--- src/rtl/key_repeat_pkg.sv ---
// key_repeat_pkg: shared definitions for the key press / auto-repeat block.
//   state_t          per-channel FSM state encoding
//   KEY_*            key channel index assignments for the game controls
package key_repeat_pkg;

  typedef enum logic [1:0] {
    ST_IDLE   = 2'd0,
    ST_HOLD   = 2'd1,
    ST_REPEAT = 2'd2
  } state_t;

  localparam int unsigned KEY_LEFT  = 0;
  localparam int unsigned KEY_RIGHT = 1;
  localparam int unsigned KEY_DOWN  = 2;
  localparam int unsigned KEY_ROT   = 3;

endpackage

--- src/rtl/key_repeat_chan.sv ---
// key_repeat_chan: one key channel. Emits a single-cycle pulse on press and,
// if enabled, auto-repeat pulses after an initial hold delay, counted in ticks.
// Ports:
//   Clk, Reset       clock, asynchronous active-high reset
//   i_enable         0 forces IDLE and suppresses pulses
//   i_tick           shared timebase tick
//   i_key            debounced key level, 1 = pressed
//   o_pulse          registered one-cycle event
//   o_pulse_nxt_c    combinational next value of o_pulse
module key_repeat_chan
  import key_repeat_pkg::*;
#(
  parameter int unsigned CNT_W         = 8,
  parameter int unsigned INIT_DELAY    = 170,
  parameter int unsigned REPEAT_PERIOD = 50,
  parameter bit          REPEAT_EN     = 1'b1
) (
  input  logic Clk,
  input  logic Reset,
  input  logic i_enable,
  input  logic i_tick,
  input  logic i_key,
  output logic o_pulse,
  output logic o_pulse_nxt_c
);

  localparam logic [CNT_W-1:0] INIT_M1 = CNT_W'(INIT_DELAY - 1);
  localparam logic [CNT_W-1:0] REP_M1  = CNT_W'(REPEAT_PERIOD - 1);

  state_t           r_state;
  logic [CNT_W-1:0] r_cnt;
  logic             r_key_q;
  logic             w_rise;
  logic             w_active;
  logic             w_hold_end;
  logic             w_rep_end;

  assign w_rise     = i_key & ~r_key_q;
  assign w_active   = i_enable & i_key;
  assign w_hold_end = (r_cnt == INIT_M1);
  assign w_rep_end  = (r_cnt == REP_M1);

  // Next pulse value; shared with the top so AnyPulse aligns with KeyPulse.
  always_comb begin
    o_pulse_nxt_c = 1'b0;
    if (w_active) begin
      case (r_state)
        ST_IDLE:   o_pulse_nxt_c = w_rise;
        ST_HOLD:   o_pulse_nxt_c = i_tick & w_hold_end & REPEAT_EN;
        ST_REPEAT: o_pulse_nxt_c = i_tick & w_rep_end;
        default:   o_pulse_nxt_c = 1'b0;
      endcase
    end
  end

  // Channel FSM and tick counter. key_q tracks the key even while disabled,
  // so re-enabling with a key held does not look like a fresh press.
  always_ff @(posedge Clk or posedge Reset) begin
    if (Reset) begin
      r_state <= ST_IDLE;
      r_cnt   <= '0;
      r_key_q <= 1'b0;
      o_pulse <= 1'b0;
    end else begin
      r_key_q <= i_key;
      o_pulse <= o_pulse_nxt_c;
      if (!w_active) begin
        // Release (or disable) wins over any coincident fire tick.
        r_state <= ST_IDLE;
        r_cnt   <= '0;
      end else begin
        case (r_state)
          ST_IDLE: begin
            if (w_rise) begin
              r_state <= ST_HOLD;
              r_cnt   <= '0;
            end
          end
          ST_HOLD: begin
            if (i_tick) begin
              if (w_hold_end) begin
                if (REPEAT_EN) begin
                  r_state <= ST_REPEAT;
                  r_cnt   <= '0;
                end
                // Non-repeating keys park here with the counter saturated.
              end else begin
                r_cnt <= r_cnt + CNT_W'(1);
              end
            end
          end
          ST_REPEAT: begin
            if (i_tick) begin
              if (w_rep_end) r_cnt <= '0;
              else           r_cnt <= r_cnt + CNT_W'(1);
            end
          end
          default: begin
            r_state <= ST_IDLE;
            r_cnt   <= '0;
          end
        endcase
      end
    end
  end

endmodule

--- src/rtl/key_repeat.sv ---
// key_repeat: converts debounced key levels into press and auto-repeat pulses
// for the game logic. One shared free-running prescaler provides the tick.
// Ports:
//   Clk, Reset   clock, asynchronous active-high reset
//   Enable       0 forces all channels idle, no pulses, KeyHeld cleared
//   KeyIn        debounced key levels, 1 = pressed
//   KeyPulse     one-cycle event per key (press or repeat)
//   KeyHeld      registered KeyIn gated by Enable
//   AnyPulse     registered OR of all KeyPulse bits, same cycle as KeyPulse
module key_repeat
  import key_repeat_pkg::*;
#(
  parameter int unsigned       NKEYS         = 4,
  parameter int unsigned       TICK_DIV      = 50000,
  parameter int unsigned       CNT_W         = 8,
  parameter int unsigned       INIT_DELAY    = 170,
  parameter int unsigned       REPEAT_PERIOD = 50,
  parameter logic [NKEYS-1:0]  REPEAT_MASK   = NKEYS'(4'b0111)
) (
  input  logic             Clk,
  input  logic             Reset,
  input  logic             Enable,
  input  logic [NKEYS-1:0] KeyIn,
  output logic [NKEYS-1:0] KeyPulse,
  output logic [NKEYS-1:0] KeyHeld,
  output logic             AnyPulse
);

  localparam int unsigned PS_W = (TICK_DIV > 1) ? $clog2(TICK_DIV) : 1;

  logic [PS_W-1:0]  r_ps;
  logic             w_tick;
  logic [NKEYS-1:0] w_pulse_nxt;

  // With TICK_DIV=1 the terminal count is 0 and the tick is constant.
  assign w_tick = (r_ps == PS_W'(TICK_DIV - 1));

  // Shared timebase prescaler.
  always_ff @(posedge Clk or posedge Reset) begin
    if (Reset)       r_ps <= '0;
    else if (w_tick) r_ps <= '0;
    else             r_ps <= r_ps + PS_W'(1);
  end

  for (genvar g = 0; g < NKEYS; g++) begin : g_chan
    key_repeat_chan #(
      .CNT_W         (CNT_W),
      .INIT_DELAY    (INIT_DELAY),
      .REPEAT_PERIOD (REPEAT_PERIOD),
      .REPEAT_EN     (REPEAT_MASK[g])
    ) u_chan (
      .Clk           (Clk),
      .Reset         (Reset),
      .i_enable      (Enable),
      .i_tick        (w_tick),
      .i_key         (KeyIn[g]),
      .o_pulse       (KeyPulse[g]),
      .o_pulse_nxt_c (w_pulse_nxt[g])
    );
  end

  // Held levels and the combined event flag.
  always_ff @(posedge Clk or posedge Reset) begin
    if (Reset) begin
      KeyHeld  <= '0;
      AnyPulse <= 1'b0;
    end else begin
      KeyHeld  <= Enable ? KeyIn : '0;
      AnyPulse <= |w_pulse_nxt;
    end
  end

endmodule

--- config.mk ---
export PLATFORM = sky130hd
export DESIGN_NAME = key_repeat
export DESIGN_NICKNAME = d
export VERILOG_FILES = /design/src/rtl/key_repeat_pkg.sv /design/src/rtl/key_repeat_chan.sv /design/src/rtl/key_repeat.sv
export SDC_FILE = /design/constraint.sdc
export NUM_CORES = 1
export LEC_CHECK = 0
export CORE_MARGIN = 5
export CORE_UTILIZATION = 60
export CTS_BUF_LIST = sky130_fd_sc_hd__clkbuf_8
export CTS_CLUSTER_DIAMETER = 30
export DETAILED_ROUTE_END_ITERATION = 16
export MAX_ROUTING_LAYER = met4
export PLACE_DENSITY = 0.86
export SLEW_MARGIN = 20
export SYNTH_ARGS = -nofsm -noshare
export SYNTH_HDL_FRONTEND = slang
export SYNTH_SLANG_ARGS = --single-unit
--- constraint.sdc ---
create_clock -name Clk -period 6.3 [get_ports Clk]
set_clock_uncertainty 0.05 [all_clocks]
set_input_delay 0.63 -clock Clk [delete_from_list [all_inputs] [get_ports Clk]]
set_output_delay 0.63 -clock Clk [all_outputs]
set_load 0.02 [all_outputs]
Yosys cells after proc, flatten, opt, wreduce, memory -nomap -nowiden --
Index checks and enable logic that the tools add are counted.
Word-level totals: register bits 69, input port bits 7, output and inout bits 9, logic and storage cells 150
Operators by class: $add $sub $neg 5, equal/unequal tests 37, multiplexer cells 56, bitwise gates (word level) 19, reduce and logical (&&, ||, !) cells 14
Operators with widths (number):
- $mux W8 | 24
- $pmux W8 S3 | 4
- $add A8 B1 Y8 const B | 4
- $eq A8 B6 Y1 const B | 4
- $eq A8 B8 Y1 const B | 4
- $ne A3 B3 Y1 const B | 10
- $mux W2 | 14
- $ne A3 B2 Y1 const B | 6
- $pmux W2 S3 | 3
- $add A16 B1 Y16 const B | 1
- $eq A16 B16 Y1 const B | 1
- $mux W16 | 1
- $reduce_and A4 Y1 | 4
- $and A1 B1 Y1 | 15
- $pmux W1 S3 | 3
- $reduce_and A3 Y1 | 3
- $eq A2 B1 Y1 const B | 4
- $eq A2 B2 Y1 const B | 4
- $logic_not A2 Y1 | 4
- $ne A2 B2 Y1 const B | 4
- $mux W1 | 4
- $mux W4 | 1
- $not A1 Y1 | 4
- $pmux W2 S2 | 1
- other kinds (4) | 4

Depth between registers and ports, before layout --
Gate-level depths: netlist of run 1.
depth in word-level cells 5, depth in mapped cells 7, depth with buffers taken out 7

Modules after synthesis --
From an unflattened synthesis of run 1, not the netlist that was laid out.
Unflattened totals: cells, all modules 351, area, all modules 3637.2 µm²
By module, submodules not included:
- key_repeat_chan (g_chan[0].u_chan ...) | instances 3, cells each 87, area each 864.6 µm², sequential area each 300.3 µm²
- key_repeat | instances 1, cells each 82, area each 938.4 µm², sequential area each 525.5 µm²
- key_repeat_chan (g_chan[3].u_chan) | instances 1, cells each 8, area each 105.1 µm², sequential area each 75.1 µm²

Worst setup path before layout of run 1 --
No wires, ideal clock.
path type register -> register, from register g_chan[2].u_chan.r_cnt[1], to register g_chan[2].u_chan.r_cnt[3], setup time 0.121 ns, arrival time 1.846 ns, required time 6.129 ns, setup slack 4.283 ns, stages on the path, launching flop included 8, buffers on the path 0, period minus slack after synthesis 2.017 ns, cells stage by stage dfrtp_1 inv_1 ha_1 or3b_4 o41ai_2 a21o_1 o21ai_0 a22o_1
Between the ends: word-level cells in the longest chain between the ends 5, elaborated cells on any way between the ends 9, those cells by class 1 x add/sub; 2 x eq/ne; 6 x mux
RTL lines:
- start: declaration | line key_repeat_chan.sv:31 | logic [CNT_W-1:0] r_cnt;
- start signal: assignment | line key_repeat_chan.sv:88 | r_cnt <= r_cnt + CNT_W'(1);
- start signal: assignment | line key_repeat_chan.sv:95 | else r_cnt <= r_cnt + CNT_W'(1);
- $add A8 B1 Y8, or another cell as far along | line key_repeat_chan.sv:88, key_repeat_chan.sv:95
- $mux W8 (on tied branches) | line key_repeat_chan.sv:94, key_repeat_chan.sv:81
- $mux W8 (on tied branches) | line key_repeat_chan.sv:93, key_repeat_chan.sv:80
- $pmux W8 S3 * | line key_repeat_chan.sv:72 | case (r_state)
- $mux W8 * | line key_repeat_chan.sv:67 | if (!w_active) begin
Mark *: on every way between the ends. The rest lies on a longest branch, timed or not. The select of a mux whose other input is x is not followed. A chain may end at the register's enable or synchronous reset.

Final worst setup path of run 1 --
from input Enable, to register g_chan[1].u_chan.r_cnt[6]
Between the ends: word-level cells in the longest chain between the ends 3, elaborated cells on any way between the ends 6, those cells by class 3 x eq/ne; 1 x mux; 1 x bitwise; 1 x reduce/logical
RTL lines:
- start: declaration | line key_repeat.sv:22 | input logic Enable,
- $and A1 B1 Y1 * | line key_repeat_chan.sv:39 | assign w_active = i_enable & i_key;
- $ne A3 B2 Y1 (no line) or $ne A3 B3 Y1 (tied branches)
- $reduce_and A3 Y1 (no line)
- end signal: assignment | line key_repeat_chan.sv:88
- end signal: assignment | line key_repeat_chan.sv:95
- end: declaration | line key_repeat_chan.sv:31
Mark *: on every way between the ends. The rest lies on a longest branch, timed or not.

==> results of run 1 <==
==> cells in the mapped netlist (4+ instances only) <==
master	n	share of area
a21boi_0	4	0.0091
a21oi_1	14	0.021
a22o_1	9	0.024
and2_1	5	0.0094
and3_1	4	0.0076
and4_1	4	0.011
buf_4	4	0.0091
dfrtp_1	60	0.45
ha_1	22	0.083
inv_1	23	0.026
nand2_1	24	0.027
nand2b_1	7	0.013
nand3_1	9	0.014
nand4_1	9	0.017
nor2_1	27	0.031
nor2b_1	4	0.0076
nor3_1	7	0.011
o2111ai_1	4	0.011
o21ai_0	26	0.039
o31ai_1	5	0.011
xnor2_1	9	0.024
xor2_1	5	0.013
==> registers in the layout, indices dropped and copies added, names as in the netlist <==
register	flops
r_ps	16
KeyHeld	4
g_chan.u_chan.r_cnt	24
g_chan.u_chan.r_state	7
g_chan.u_chan.o_pulse	4
g_chan.u_chan.r_key_q	4
AnyPulse	1
==> layout make-up <==
type	count	share of cell area
inverters	23	0.02348
clock inverters	6	0.006805
repair buffers	16	0.04287
well taps	72	0.02450
clock buffers	10	0.03743
flip-flops and latches	60	0.4083
multi-input cells	240	0.4566
==> cells in the final DEF (no fill, tap or decap), types with 5 or more instances in the layout <==
master | netlist | final
a21oi_1 | 14 | 14
a22o_1 | 9 | 9
and2_1 | 5 | 5
clkbuf_8 | 0 | 10
clkdlybuf4s50_1 | 0 | 15
dfrtp_1 | 60 | 60
ha_1 | 22 | 22
inv_1 | 23 | 26
nand2_1 | 24 | 24
nand2b_1 | 7 | 7
nand3_1 | 9 | 9
nand4_1 | 9 | 9
nor2_1 | 27 | 27
nor3_1 | 7 | 7
o21ai_0 | 26 | 26
o31ai_1 | 5 | 5
xnor2_1 | 9 | 9
xor2_1 | 5 | 5
==> worst max-delay path, delay by kind of cell <==
kind / cells / cell delay [ps]
simple gates: 2 / 300
buf+inv: 2 / 750
compound gates: 3 / 950
==> routing by layer <==
layer | up-vias | wire length [µm]
li1 | 1228 | -
met1 | 1192 | 3041
met2 | 65 | 2973
met3 | 9 | 336
met4 | 0 | 74
met5 | - | 0
==> worst min-delay path by stage <==
stage / end / startpoint / slack, ps / cells past startpoint
after floorplan: g_chan[3].u_chan.o_pulse / g_chan[3].u_chan.r_state[0] / 370 / 1
after global placement: g_chan[3].u_chan.o_pulse / g_chan[3].u_chan.r_state[0] / 380 / 1
after detailed placement: g_chan[3].u_chan.o_pulse / g_chan[3].u_chan.r_state[0] / 390 / 1
after CTS: g_chan[3].u_chan.o_pulse / g_chan[3].u_chan.r_state[0] / 390 / 1
after global routing: g_chan[3].u_chan.o_pulse / g_chan[3].u_chan.r_key_q / 420 / 1
final: g_chan[3].u_chan.o_pulse / g_chan[3].u_chan.r_state[0] / 400 / 1
==> power groups by stage <==
stage / Sequential (mW) / Clock [mW] / Combinational [mW]
2_1_floorplan: 0.405 / 0 / 0.0335
6_report: 0.396 / 0.286 / 0.0554
4_1_cts: 0.396 / 0.292 / 0.0557
3_3_place_gp: 0.403 / 0 / 0.0532
5_1_grt: 0.396 / 0.315 / 0.0617
3_5_place_dp: 0.403 / 0 / 0.0555
==> cell families (layout without fill, tap and decap cells) <==
logic type,count (synthesis),count (layout)
AOI/OAI and AO/OA,83,83
xor gates and xnor gates,14,14
adders and majority gates,22,22
buffers and inverters,29,55
DFF,60,60
muxes,2,2
and+or+nand+nor,119,119
==> metrics by stage <==
step                setup WS (ps)    util  power (mW)
finish                       3848  0.6761      0.7368
global route                 3669  0.6761      0.7726
floorplan                    4135       -      0.4381
global placement             3719  0.6462      0.4557
detailed placement           3575  0.6462      0.4582
CTS                          3928  0.6761      0.7433
==> impl_results.md, run 1 <==
- Run status: finished, final reports clean
- Die H: 84.31 µm
- GR Layer Usage met3: 0.05692
- End of the worst register-to-register path: g_chan[1].u_chan.r_cnt[3]
- Multi-input logic area: 0.001679 mm²
- Reg2Reg Depth: 6
- Area grow syn2layout: 10.99%
- Leak: ~1.6 nW
- Pwr/cell area: 200.4 mW/mm²
- Worst-path maximum fanout: 8
- Placement Rows: 27
- Share of layout cells above drive strength 1: 0.07606
- Synth Instances: 329
- Post-route cell area: 0.003677 mm²
- Initial antenna violation count: 0
- Critical Path Start: Enable
- Hold bufs inserted after CTS: 0
- Crit path to: g_chan[1].u_chan.r_cnt[6]
- Post_cts resized: 0
- Wirelength per Cell: 15.05 µm
- Critical Path Most Common Cell: nand2_1
- Layout filler cell count: 411
- Final min period: 2452 ps
- Clock Power Share: 0.388
- Synth Area in Compound Gates: 0.1741
- TritonCTS clock tree: done
- Finished Layout Cells: about 430
- GR Util met2: 0.3020
- Placed Cells: 411
- Top FF cell, synth: dfrtp_1
- Rel. slew slack: 0.5154
- Fin Hold WS: 396.5 ps
- Num Clock Sinks: 60
- First-pass detailed-route iteration total: 5
- Combinational share of power: 0.075
- Via/cell ratio: a little under 6
- Sequential power share: 0.537
- Total Routing Usage GR: 0.1970
- Dpl hpwl: 4505 µm
- Part of the cycle the worst path needs: 0.3892
- Clk Latency, worst-skew pair: 340 ps
- Largest family of logic cells by synthesized area: simple AND/OR/NAND/NOR gates
- Final layout net count: 379
- Synth warn: 0
- Min-Delay Path Class: reg2reg
- Register bit count reported by yosys: 60
- Syn Area/Cell: 10.07 µm²
- Final-report max-slew violation count: 0
- Residual DRC count: 0
- Sw Share: 0.2414
- Core area: 0.005439 mm²
- Fraction of synthesized cell area in xor and xnor cells: 0.03701
- Die width: 84.31 µm
- Syn Nets: 358
- CTS max path bufs: 2
- CTS Buf Count: 9
- Switch Pwr: 0.1778 mW
- Maximum clock rate: 407.8 MHz
- Ant. Diodes: 0
- IO Pins: 16
- Max VDD drop: 0.09886 mV
- Final setup viols: 0
- Yosys cell types: 50
- Reg2reg start: g_chan[1].u_chan.r_cnt[0]
- CTS Root Buffer Type: clkbuf_8
- Final setup TNS: 0 ps
- Pin count of the biggest net entering global routing: between 60 and 70
- Mux share of post-synthesis cell area: 0.006420
- Slowest cell on crit path: clkdlybuf4s50_1
- First-pass GRT wire length: 10,980 µm
- Pint: about 0.56 mW
- RSZ-0062 raised after global routing: no
- H-tree Lvls: 3
- Startpoint types: primary input
- Post-synth ARST share: 1.000
- Reg2Reg Setup Slack: about 4000 ps
- Grt ovf: 0
- Initial Utilization: 0.6092
- Clk pin slew, worst setup/hold paths: 70 ps
- GR Util met1: 0.2497
- Synth Cell Area: 0.003313 mm²
- Post-Route WL: 6426 µm
- Routability congestion estimate: ~0.9
- Largest stage delay on the critical path: between 500 and 600 ps
- Number of global-route vias before repair: around 2,400
- Post-CTS Setup Bufs: 0
- Placed inst area: 0.003515 mm²
- Max Cap Violations: 0
- Seq/Total Area, Yosys: 0.4532
- Vias: 2,494
- Port Buffer Count: 15
- Worst-margin pin slew: 726.9 ps
- Worst Setup Path Type: in2reg
- Iter 0 DRT Violations: 184
- Area share of and/or/nand/nor cells after synthesis: 0.2062
- FF+latch area: between 0.0015 and 0.002 mm²
- Worst EP required: 6480 ps
- Die area: 0.007108 mm²
- Area share of fa/ha/maj cells after synthesis: 0.08308
- Critical Path AT: 2630 ps
- Critical path capture point type: register
- Remaining antenna violation count: 0
- Worst path cell trace: clkdlybuf4s50_1 > nand2_1 > inv_1 > o2111ai_1 > nand2_1 > o211ai_1 > o41ai_1
- Post-synth EDFFs: 0
- Busiest grt layer: met2
- Fin. Hold Viols: 0
Power figures use the tool's default switching activity.
==> inputs of run 2 (changes only) <==
--- a/config.mk
+++ b/config.mk
@@ -6,12 +6,12 @@
 export NUM_CORES = 1
 export LEC_CHECK = 0
 export CORE_MARGIN = 5
-export CORE_UTILIZATION = 60
+export CORE_UTILIZATION = 56
 export CTS_BUF_LIST = sky130_fd_sc_hd__clkbuf_8
 export CTS_CLUSTER_DIAMETER = 30
 export DETAILED_ROUTE_END_ITERATION = 16
 export MAX_ROUTING_LAYER = met4
-export PLACE_DENSITY = 0.86
+export PLACE_DENSITY = 0.85
 export SLEW_MARGIN = 20
 export SYNTH_ARGS = -nofsm -noshare
 export SYNTH_HDL_FRONTEND = slang
==> constraint.sdc (replaced) <==
create_clock -name Clk -period 2.25 [get_ports Clk]
set_clock_uncertainty 0.05 [all_clocks]
set_input_delay 0.225 -clock Clk [delete_from_list [all_inputs] [get_ports Clk]]
set_output_delay 0.225 -clock Clk [all_outputs]
set_load 0.02 [all_outputs]
==> impl_results.md, run 2 (same netlist as run 1, synthesis figures left out) <==
- Fin Hold WS: 201.1 ps
- Biggest regs: g_chan.u_chan.r_cnt x24, r_ps x16, g_chan.u_chan.r_state x7
- Worst-margin pin slew: a little under 600 ps
- Final layout net count: 386
- Maximum clock rate: about 470 MHz
- Crit path buffers/inverters: 1
- Die H: 86.92 µm
- Slowest cell on crit path: dfrtp_1
- Pin count of the biggest net entering global routing: 61
- Combinational share of power: 0.068
- Switch Pwr: ~0.57 mW
- Leak: 1.683 nW
- Critical Path AT: 2300 ps
- Worst-path maximum fanout: 9
- Remaining antenna violation count: 0
- Grt ovf: 0
- Vias: 2,537
- Design Power: 2.359 mW
- Final min period: 2110 ps
- Most common cell after layout, fill and taps aside: dfrtp_1
- Via/cell ratio: 5.805
- Largest stage delay on the critical path: 400 ps
- Clock Power Share: 0.462
- Pwr/cell area: roughly 620 mW/mm²
- Post-route cell area: about 0.0038 mm²
- Final-report max-slew violation count: 0
- Area grow syn2layout: 15.03%
- CTS Root Buffer Type: clkbuf_8
- Wirelength per Cell: between 10 and 15 µm
- Port Buffer Count: 15
- Reg2Reg Setup Slack: 140 ps
- Worst EP required: 2440 ps
- Rel. slew slack: 0.6102
- Critical path capture point type: register
- First-pass GRT wire length: around 11,000 µm
- Run status: finished, final reports clean
- Sw Share: 0.2416
- TritonCTS clock tree: done
- Part of the cycle the worst path needs: 0.9378
- Highest-count cells in the layout ignoring fill and taps: dfrtp_1, nor2_1, o21ai_0
- Pint: roughly 1.8 mW
- Residual DRC count: 0
- Num Clock Sinks: 60
- H-tree Lvls: 3
- Initial Utilization: 0.5663
- Total Routing Usage GR: 0.1892
- Number of global-route vias before repair: 2,388
- Core area: 0.005851 mm²
- Final setup viols: 0
- Max Cap Violations: 0
- Fin. Hold Viols: 0
- End of the worst register-to-register path: g_chan[2].u_chan.r_cnt[7]
- CTS Buf Count: 9
- Min-Delay Path Class: in2async
- Max reg flops: 24
- Routability congestion estimate: 0.8321
- Initial antenna violation count: 0
- Die area: 0.007555 mm²
- IO Pins: 16
- Reg2Reg Depth: 7
- Crit path max-delay family: compound AO/OA/AOI/OAI gates
- Final setup TNS: 0 ps
- Die width: about 87 µm
- Post-Route WL: 6366 µm
- Worst Setup Path Type: reg2reg
- Ant. Diodes: 0
- Worst path cell trace: inv_1 > ha_1 > or3b_4 > o41ai_2 > a21o_2 > o21ai_0 > a22o_1
- Placement Rows: 28
- Clk Latency, worst-skew pair: approximately 350 ps
- First-pass detailed-route iteration total: 4
- Reg2reg start: g_chan[2].u_chan.r_cnt[1]
- CTS max path bufs: 2
- Dpl hpwl: 4398 µm
- Share of layout cells above drive strength 1: 0.1105
- Max VDD drop: 0.5123 mV
- Iter 0 DRT Violations: roughly 120
- Placed inst area: 0.003568 mm²
- RSZ-0062 raised after global routing: yes
- Sequential power share: 0.470
- Most flops, register: g_chan.u_chan.r_cnt
- Startpoint types: register
- Post-Route Utilization: 0.6514
- Clk pin slew, worst setup/hold paths: 80 ps
## run 2: layout make-up
class	count	area, µm²
Fill cell	447	2039
Multi-Input combinational cell	240	1682
Sequential cell	60	1501
Timing Repair Buffer	23	222.7
Clock buffer	9	123.9
Clock inverter	7	101.3
Tap cell	75	93.84
Inverter	23	86.33
## run 2: worst reg2reg max path: cells and delay by family, from the launching register on
family / cells / cell delay (ps)
flip-flops: 1 / 400
adder cells (fa/ha/maj): 1 / 120
AND/OR/NAND/NOR: 1 / 390
AO/OA/AOI/OAI: 4 / 980
buffers and inverters: 1 / 60
## run 2: how the worst max path moves through the flow
stage	start	to	slack [ps]	cells past startpoint
finish	g_chan[2].u_chan.r_cnt[1]	g_chan[2].u_chan.r_cnt[7]	140	7
global route	g_chan[1].u_chan.r_cnt[1]	g_chan[1].u_chan.r_cnt[2]	-20	7
CTS	g_chan[2].u_chan.r_cnt[1]	g_chan[2].u_chan.r_cnt[7]	50	7
detailed placement	g_chan[2].u_chan.r_cnt[1]	g_chan[2].u_chan.r_cnt[4]	70	7
global placement	g_chan[2].u_chan.r_cnt[1]	g_chan[2].u_chan.r_cnt[3]	150	7
floorplan	g_chan[2].u_chan.r_cnt[1]	g_chan[2].u_chan.r_cnt[3]	230	7
## run 2: routing by layer
metal / track usage / up-vias / wire [µm]
met2: 0.2747 / 56 / 2884
met3: 0.03311 / 13 / 317
li1: - / 1250 / -
met1: 0.2566 / 1218 / 3048
met5: - / - / 0
met4: 0.09207 / 0 / 116
## run 2: through the flow
| stage | worst slack, ps | cells |
|---|---|---|
| detailed placement | 66.21 | 419 |
| global route | -16.36 | 437 |
| floorplan | 233.2 | 329 |
| CTS | 51.73 | 435 |
| finish | 140.0 | 437 |
| global placement | 145.6 | 419 |
## run 2: power by group through the flow
stage | combinational [mW] | sequential [mW] | clock (mW)
floorplan | 0.0938 | 1.13 | 0
global placement | 0.155 | 1.13 | 0
detailed placement | 0.160 | 1.13 | 0
CTS | 0.161 | 1.11 | 1.11
global route | 0.180 | 1.11 | 1.15
finish | 0.160 | 1.11 | 1.09
## run 2: what timing repair did
item	4_1_cts	5_1_grt
endpoints found under the setup margin	0	12
resized for setup	0	2
hold buffers	0	0
setup buffers	0	2
==> inputs of run 3 (changes only) <==
--- a/config.mk
+++ b/config.mk
@@ -9,8 +9,8 @@
 export CORE_UTILIZATION = 56
 export CTS_BUF_LIST = sky130_fd_sc_hd__clkbuf_8
 export CTS_CLUSTER_DIAMETER = 30
+export CTS_CLUSTER_SIZE = 10
 export DETAILED_ROUTE_END_ITERATION = 16
-export MAX_ROUTING_LAYER = met4
 export PLACE_DENSITY = 0.85
 export SLEW_MARGIN = 20
 export SYNTH_ARGS = -nofsm -noshare
==> impl_results.md, run 3 (same netlist as run 1, synthesis figures left out) <==
- Run status: finished, final reports clean
- Reg2Reg Depth: 7
- Reg2reg start: g_chan[2].u_chan.r_cnt[1]
- Via/cell ratio: 5.792
- Critical path capture point type: register
- Crit path buffers/inverters: 1
- Worst Setup Path Type: reg2reg
- Crit path max-delay family: compound AO/OA/AOI/OAI gates
- Part of the cycle the worst path needs: 0.9379
- TritonCTS clock tree: done
- Post-Route WL: between 6000 and 7000 µm
- H-tree Lvls: 3
- Most flops, register: g_chan.u_chan.r_cnt
- Metal2 WL: 2931 µm
- CTS max path bufs: 2
- Worst path cell trace: inv_1 > ha_1 > or3b_4 > o41ai_2 > a21o_2 > o21ai_0 > a22o_1
- Remaining antenna violation count: 0
- Max Cap Violations: 0
- Final setup TNS: 0 ps
- Hold bufs inserted after CTS: 0
- Maximum clock rate: 473.9 MHz
- Worst-margin pin slew: 581.5 ps
- Clk pin slew, worst setup/hold paths: 80 ps
- Die width: between 80 and 90 µm
- Ant. Diodes: 0
- Leak: between 1.5 and 2 nW
- Grt ovf: 0
- Final min period: between 2000 and 2500 ps
- CTS Root Buffer Type: clkbuf_8
- Die area: ~0.0076 mm²
- Worst-path maximum fanout: 9
- Iter 0 DRT Violations: 108
- M1 wire length: 3036 µm
- Initial antenna violation count: 0
- Placed inst area: around 0.0036 mm²
- Initial Utilization: 0.5663
- First-pass detailed-route iteration total: 4
- Area grow syn2layout: 15.03%
- Port Buffer Count: 15
- Dpl hpwl: 4398 µm
- Final-report max-slew violation count: 0
- Final setup viols: 0
- Vias: 2,531
- Num Clock Sinks: 60
- Share of layout cells above drive strength 1: 0.1105
- Critical Path AT: 2300 ps
- Slowest cell on crit path: dfrtp_1
- Final layout net count: 386
- Startpoint types: register
- Reg2Reg Setup Slack: 140 ps
- Largest stage delay on the critical path: 400 ps
- Final WS setup: between 100 and 150 ps
- Max layer used: met4
- First-pass GRT wire length: around 11,000 µm
- Place WS: 66.21 ps
- Pwr/cell area: 618.4 mW/mm²
- Most common cell after layout, fill and taps aside: dfrtp_1
- Core area: 0.005851 mm²
- Biggest regs: g_chan.u_chan.r_cnt x24, r_ps x16, g_chan.u_chan.r_state x7
- Max VDD drop: 0.5122 mV
- IO Pins: 16
- Max reg flops: 24
- Die H: 86.92 µm
- Routability congestion estimate: about 0.8
- Post-route cell area: 0.003811 mm²
- Min-Delay Path Class: in2async
- Number of global-route vias before repair: between 2,000 and 2,500
- RSZ-0062 raised after global routing: yes
- Total Routing Usage GR: 0.1844
- Fin. Hold Viols: 0
- WL met3: 328 µm
- Clk Latency, worst-skew pair: 340 ps
- Rel. slew slack: 0.6106
- Fin Hold WS: 204.3 ps
- Placement Rows: 28
- Worst EP required: 2430 ps
- CTS Buf Count: 9
- Pin count of the biggest net entering global routing: 61
- Highest-count cells in the layout ignoring fill and taps: dfrtp_1, nor2_1, o21ai_0
- Wirelength per Cell: 14.58 µm
- End of the worst register-to-register path: g_chan[2].u_chan.r_cnt[7]
- Residual DRC count: 0
- Post-Route Utilization: 0.6514
## run 3: cell counts in the layout (fill, tap and decap cells not counted)
Identical to the previous run, type by type.
## run 3: final cells by class
type	instances	area, µm²
clock buffers	9	123.9
well taps	75	93.84
multi-input cells	240	1682
flip-flops and latches	60	1501
fillers	447	2039
inverters	23	86.33
clock inverters	7	101.3
repair buffers	23	222.7
## run 3: per-layer routing
layer,vias up,global-route usage
li1,1247,-
met1,1216,0.2566
met2,61,0.2747
met3,7,0.04447
met4,0,0.07932
met5,-,0
## run 3: repair_timing
action	in CTS	in global routing
setup endpoints to repair	0	12
gates resized for setup	0	2
setup buffers	0	2
## run 3: power breakdown
group | switching [mW] | leakage, nW | internal (mW)
Combinational | 0.0952 | 0.773 | 0.0647
Sequential | 0.0125 | 0.804 | 1.10
Clock | 0.460 | 0.106 | 0.628
Total | 0.568 | 1.68 | 1.79
## run 3: worst max-delay path by stage
stage | end | cells after the start | slack, ps | from
after CTS | g_chan[2].u_chan.r_cnt[7] | 7 | 50 | g_chan[2].u_chan.r_cnt[1]
final | g_chan[2].u_chan.r_cnt[7] | 7 | 140 | g_chan[2].u_chan.r_cnt[1]
after floorplan | g_chan[2].u_chan.r_cnt[3] | 7 | 230 | g_chan[2].u_chan.r_cnt[1]
after global placement | g_chan[2].u_chan.r_cnt[3] | 7 | 150 | g_chan[2].u_chan.r_cnt[1]
after global routing | g_chan[1].u_chan.r_cnt[2] | 7 | -20 | g_chan[1].u_chan.r_cnt[1]
after detailed placement | g_chan[2].u_chan.r_cnt[4] | 7 | 70 | g_chan[2].u_chan.r_cnt[1]
## run 3: metrics by stage
stage	cells	total power, mW
6_report	437	2.357
5_1_grt	437	2.445
4_1_cts	435	2.382
3_5_place_dp	419	1.290
3_3_place_gp	419	1.284
2_1_floorplan	329	1.227
## run 3: worst register-to-register path, cell delays in order (launching register included)
cell and delay (ps):
dfrtp_1 400, inv_1 60, ha_1 120, or3b_4 390, o41ai_2 330, a21o_2 290
o21ai_0 130, a22o_1 230
